==> config.mk <==
export PLATFORM = sky130hd
export DESIGN_NAME = spike_count_decoder
export DESIGN_NICKNAME = d
export VERILOG_FILES = /design/src/rtl/snn_pkg.sv /design/src/rtl/spike_accumulator.sv /design/src/rtl/spike_count_decoder.sv
export SDC_FILE = /design/constraint.sdc
export NUM_CORES = 1
export LEC_CHECK = 0
export CORE_ASPECT_RATIO = 1.5
export CORE_UTILIZATION = 53
export CTS_CLUSTER_DIAMETER = 30
export DETAILED_ROUTE_END_ITERATION = 10
export GPL_ROUTABILITY_DRIVEN = 0
export PLACE_DENSITY = 0.9
export SYNTH_ARGS = -nofsm -noshare
export SYNTH_HDL_FRONTEND = slang
export SYNTH_SLANG_ARGS = --single-unit
==> constraint.sdc <==
create_clock -name clk -period 2.8 [get_ports clk]
set_input_delay 0.42 -clock clk [delete_from_list [all_inputs] [get_ports clk]]
set_output_delay 0.42 -clock clk [all_outputs]
set_load 0.1 [all_outputs]
==> src/rtl/snn_pkg.sv <==
// Shared definitions for the spiking-network datapath: decoder FSM encoding
// and the channel-index width helper.
package snn_pkg;

  localparam logic [1:0] ST_IDLE  = 2'd0;
  localparam logic [1:0] ST_COUNT = 2'd1;
  localparam logic [1:0] ST_SCAN  = 2'd2;

  typedef enum logic [1:0] {
    S_IDLE  = ST_IDLE,
    S_COUNT = ST_COUNT,
    S_SCAN  = ST_SCAN
  } dec_state_t;

  // A single channel still needs a one-bit index port.
  function automatic int idx_width(input int n);
    return (n <= 1) ? 1 : $clog2(n);
  endfunction

endpackage

==> src/rtl/spike_accumulator.sv <==
// Per-channel spike counter: clears on clr, counts on inc, sticks at all-ones.
module spike_accumulator #(
  parameter int COUNT_WIDTH = 8
) (
  input  logic                   clk,
  input  logic                   rst,
  input  logic                   clr,
  input  logic                   inc,
  output logic [COUNT_WIDTH-1:0] count
);

  logic [COUNT_WIDTH-1:0] count_reg;

  always_ff @(posedge clk) begin
    if (rst || clr) begin
      count_reg <= '0;
    end else if (inc && (count_reg != {COUNT_WIDTH{1'b1}})) begin
      count_reg <= count_reg + 1'b1;
    end
  end

  assign count = count_reg;

endmodule

==> src/rtl/spike_count_decoder.sv <==
// Output-layer decoder: counts spikes per channel over a fixed window, then
// scans the counts one channel per cycle to find the most active channel.
module spike_count_decoder
  import snn_pkg::*;
#(
  parameter int NUM_INPUTS    = 4,
  parameter int COUNT_WIDTH   = 8,
  parameter int WINDOW_CYCLES = 16,
  parameter int IDX_WIDTH     = idx_width(NUM_INPUTS)
) (
  input  logic                              clk,
  input  logic                              rst,
  input  logic                              start,
  input  logic [NUM_INPUTS-1:0]             spike_in,
  output logic                              busy,
  output logic                              done,
  output logic [NUM_INPUTS*COUNT_WIDTH-1:0] counts,
  output logic [IDX_WIDTH-1:0]              winner
);

  localparam int TIMER_WIDTH = (WINDOW_CYCLES < 1) ? 1 : $clog2(WINDOW_CYCLES + 1);
  localparam logic [TIMER_WIDTH-1:0] LAST_TICK = TIMER_WIDTH'(WINDOW_CYCLES - 1);
  localparam logic [IDX_WIDTH-1:0]   LAST_IDX  = IDX_WIDTH'(NUM_INPUTS - 1);

  dec_state_t state_reg, state_next;
  logic [TIMER_WIDTH-1:0] timer_reg, timer_next;
  logic [IDX_WIDTH-1:0]   scan_reg, scan_next;
  logic [COUNT_WIDTH-1:0] best_reg, best_next;
  logic [IDX_WIDTH-1:0]   winner_reg, winner_next;
  logic                   busy_reg, busy_next;
  logic                   done_reg, done_next;
  logic                   clr_counts;
  logic                   count_en;

  logic [COUNT_WIDTH-1:0] count_arr [NUM_INPUTS];
  logic [COUNT_WIDTH-1:0] count_sel;

  genvar gi;
  generate
    for (gi = 0; gi < NUM_INPUTS; gi++) begin : g_chan
      spike_accumulator #(
        .COUNT_WIDTH(COUNT_WIDTH)
      ) u_acc (
        .clk  (clk),
        .rst  (rst),
        .clr  (clr_counts),
        .inc  (count_en & spike_in[gi]),
        .count(count_arr[gi])
      );
      assign counts[gi*COUNT_WIDTH +: COUNT_WIDTH] = count_arr[gi];
    end
  endgenerate

  assign count_sel = count_arr[scan_reg];

  always_ff @(posedge clk) begin
    if (rst) begin
      state_reg  <= S_IDLE;
      timer_reg  <= '0;
      scan_reg   <= '0;
      best_reg   <= '0;
      winner_reg <= '0;
      busy_reg   <= 1'b0;
      done_reg   <= 1'b0;
    end else begin
      state_reg  <= state_next;
      timer_reg  <= timer_next;
      scan_reg   <= scan_next;
      best_reg   <= best_next;
      winner_reg <= winner_next;
      busy_reg   <= busy_next;
      done_reg   <= done_next;
    end
  end

  always_comb begin
    state_next  = state_reg;
    timer_next  = timer_reg;
    scan_next   = scan_reg;
    best_next   = best_reg;
    winner_next = winner_reg;
    done_next   = 1'b0;
    clr_counts  = 1'b0;
    count_en    = 1'b0;

    case (state_reg)
      S_IDLE: begin
        if (start) begin
          state_next  = S_COUNT;
          timer_next  = '0;
          best_next   = '0;
          winner_next = '0;
          clr_counts  = 1'b1;
        end
      end
      S_COUNT: begin
        count_en = 1'b1;
        if (timer_reg == LAST_TICK) begin
          state_next = S_SCAN;
          scan_next  = '0;
        end else begin
          timer_next = timer_reg + 1'b1;
        end
      end
      S_SCAN: begin
        // Strict compare keeps the lowest index on ties.
        if (count_sel > best_reg) begin
          best_next   = count_sel;
          winner_next = scan_reg;
        end
        if (scan_reg == LAST_IDX) begin
          state_next = S_IDLE;
          done_next  = 1'b1;
        end else begin
          scan_next = scan_reg + 1'b1;
        end
      end
      default: begin
        state_next = S_IDLE;
      end
    endcase

    busy_next = (state_next != S_IDLE);
  end

  assign busy   = busy_reg;
  assign done   = done_reg;
  assign winner = winner_reg;

endmodule

==> impl_metrics.toml <==
[status]
status = "finished, final reports clean"

[logic_synthesis]
synth-main-ff-cell = "dfxtp_1"
avgSynthCellArea_um2 = 9.17
syn_area_um2 = 2720
synth_seq_cells = 53
synth_edf_count = 0
synth_cell_types = 42
syn_inst = 297
ys_warn_count = 0
yosysSeqAreaShare_pct = 39.0
ys_async_sr_fraction_pct = 0
syn-num-nets = 319

[sta]
slew_viol_final = 0
max_freq_mhz = 381
grt_setup_unrepaired = "false"
tns_ns = 0
relSlewSlack_pct = 58.7
min_period_over_period_pct = 93.7
hold_viol_final = 0
setup_viol = 0
min_period_ns = 2.62
tightestPinTransition_ns = 0.620
finClkSkew_ns = 0.00969

[cts]
cts_setup_buffers = 0
post_cts_resize_count = 0
cts_buffers = 5
h-tree-depth = 2
clk_latency_ns = 0.31
clockBufferDepth = 2
clkTransAtPathRegs_ns = 0.09
cts_hold_buf = 0
clkSinkCount = 53
cts_root_buf = "clkbuf_8"
tritoncts = "done"

[drt]
dr.pass1.iters = 4
post-route-drc-count = 0
drt_iter0_markers = 94
routed_wl_mm = 6.19
vias_per_cell = 5.68
dr_total_vias = 2313
ant_nets = 0
wl_per_cell_um = 15.2

[worst_setup_path]
arrival_ns = 2.81
worstSetupEndpointType = "register"
cp_slowest_cell = "dfxtp_1"
startpoint = "scan_reg[1]"
start_kind = "register"
path_cells = "buf_4 > mux4_2 > ha_1 > nand4_1 > a211oi_1 > nand2_2 > mux2i_1"
max_stage_delay_ns = 0.56
path_class = "reg2reg"
crit_path_max_fanout = 10
worstReg2RegEnd = "best_reg[4]"
rr_worst_depth = 7
crit_required_ns = 2.99
regToRegSetupSlack_ns = 0.18
r2r_start = "scan_reg[1]"

[floorplanning]
core-area_um2 = 4890
dieWidth_um = 60.5
rows = 31
start_util_pct = 55.7
io_pins = 43
die_h_um = 89.8
die-area_um2 = 5430

[global_route]
grt.total_usage_pct = 25.9
grt_first_pass_wirelength_mm = 10.8
grt_max_degree = 18
grt_overflow_total = 0
antenna_found_initial = 0
grt_pass1_vias = 2295

[finish]
antenna_cells = 0
area_growth_pct = 18.7
regArea_um2 = 1060
final_cell_area_um2 = 3230
drive_above_1_share_pct = 18.5
n_fill_cell = 422
post-route-util_pct = 66.1
nets = 362
final_common_cell = "dfxtp_1"
largest_register_ffs = 32
fin_cells = 407
mostFrequentLayoutCells = "53 x dfxtp_1, 40 x buf_4, 39 x nor2_1"
multiInputGateArea_um2 = 1560

[placement]
place_area_um2 = 3120
numPortBuffers = 42
numPlacedInstances = 399
dp_hpwl_mm = 4.67

[power]
power_density_nw_per_um2 = 434
ir_drop_uv = 340
power_mw = 1.40
p_leak_nw = 1.28

[run]
drv_cap = 0

[worst_hold_path]
hold_end = "best_reg[6]"
hold_path_class = "reg2reg"
hp-start = "best_reg[6]"
whs_path_depth = 2
[routing by layer]
layer / part of all wire (%) / routed length [um] / GRT usage, % / vias to the layer above
li1: - / - / - / 1121
met1: 40 / 2470 / 30.3 / 1099
met2: 53 / 3260 / 43.2 / 70
met3: 3.3 / 205 / 5.47 / 23
met4: 4.0 / 248 / 12.3 / 0
met5: 0 / 0 / 0 / -
[through the flow]
step           worst slack, ns  hold slack (ns)
2_1_floorplan            0.232            0.438
3_3_place_gp             0.340            0.445
3_5_place_dp             0.197            0.458
4_1_cts                  0.193            0.470
5_1_grt                 0.0340            0.493
6_report                 0.177            0.475
[cells in the mapped netlist, types with 2 or more instances]
| library cell | number | area [um^2] |
|---|---|---|
| xnor2_1 | 11 | 96.3 |
| nor3_1 | 8 | 40.0 |
| o21ai_0 | 3 | 15.0 |
| inv_1 | 13 | 48.8 |
| nand3_1 | 11 | 55.1 |
| ha_1 | 15 | 188 |
| nor2b_1 | 2 | 12.5 |
| nand2_1 | 37 | 139 |
| xor2_1 | 14 | 123 |
| mux2i_1 | 13 | 130 |
| nor2_1 | 39 | 146 |
| nand4_1 | 11 | 68.8 |
| a211oi_1 | 2 | 15.0 |
| and3_1 | 2 | 12.5 |
| buf_2 | 3 | 15.0 |
| and2_1 | 3 | 18.8 |
| a21oi_1 | 13 | 65.1 |
| a21o_1 | 3 | 22.5 |
| dfxtp_1 | 53 | 1060 |
| or3_1 | 3 | 18.8 |
| nand2b_1 | 4 | 25.0 |
| clkbuf_1 | 6 | 22.5 |
| and4_1 | 2 | 17.5 |
| mux4_2 | 8 | 180 |
[power breakdown]
part	leakage, nW	switching (mW)	internal (mW)	total (mW)
Clock	0.0543	0.254	0.268	0.522
Combinational	0.796	0.0775	0.0355	0.113
Sequential	0.428	0.00961	0.760	0.769
[worst max-delay path: cells and delay by family, from the launching register on]
| kind | cells | cell delay [ns] |
|---|---|---|
| flip-flops | 1 | 0.56 |
| buffers and inverters | 1 | 0.23 |
| adder cells (fa/ha/maj) | 1 | 0.29 |
| AND/OR/NAND/NOR | 2 | 0.38 |
| AO/OA/AOI/OAI | 1 | 0.35 |
| multiplexers | 2 | 0.70 |
[worst max-delay path by stage]
stage	cells after the start	slack, ns	end
5_1_grt	7	0.03	best_reg[4]
3_5_place_dp	8	0.20	best_reg[3]
4_1_cts	8	0.19	best_reg[4]
3_3_place_gp	7	0.34	winner[0]
6_report	7	0.18	best_reg[4]
2_1_floorplan	7	0.23	best_reg[0]
[final cells by class]
cell class | count | area share, %
Clock buffer | 5 | 2.13
Clock inverter | 3 | 1.43
Inverter | 13 | 1.51
Multi-Input combinational cell | 221 | 48.4
Sequential cell | 53 | 32.8
Tap cell | 66 | 2.56
Timing Repair Buffer | 46 | 11.1
[cells by family after synthesis]
kind of cell,Yosys count,share of synthesized area [%]
AO/OA/AOI/OAI,32,8.92
XOR/XNOR,25,8.04
adder cells (fa/ha/maj),15,6.89
buffers and inverters,23,3.58
flip-flops,53,39.0
multiplexers,21,11.4
AND/OR/NAND/NOR,128,22.2
Note: power is estimated with default switching activity, not from simulation.
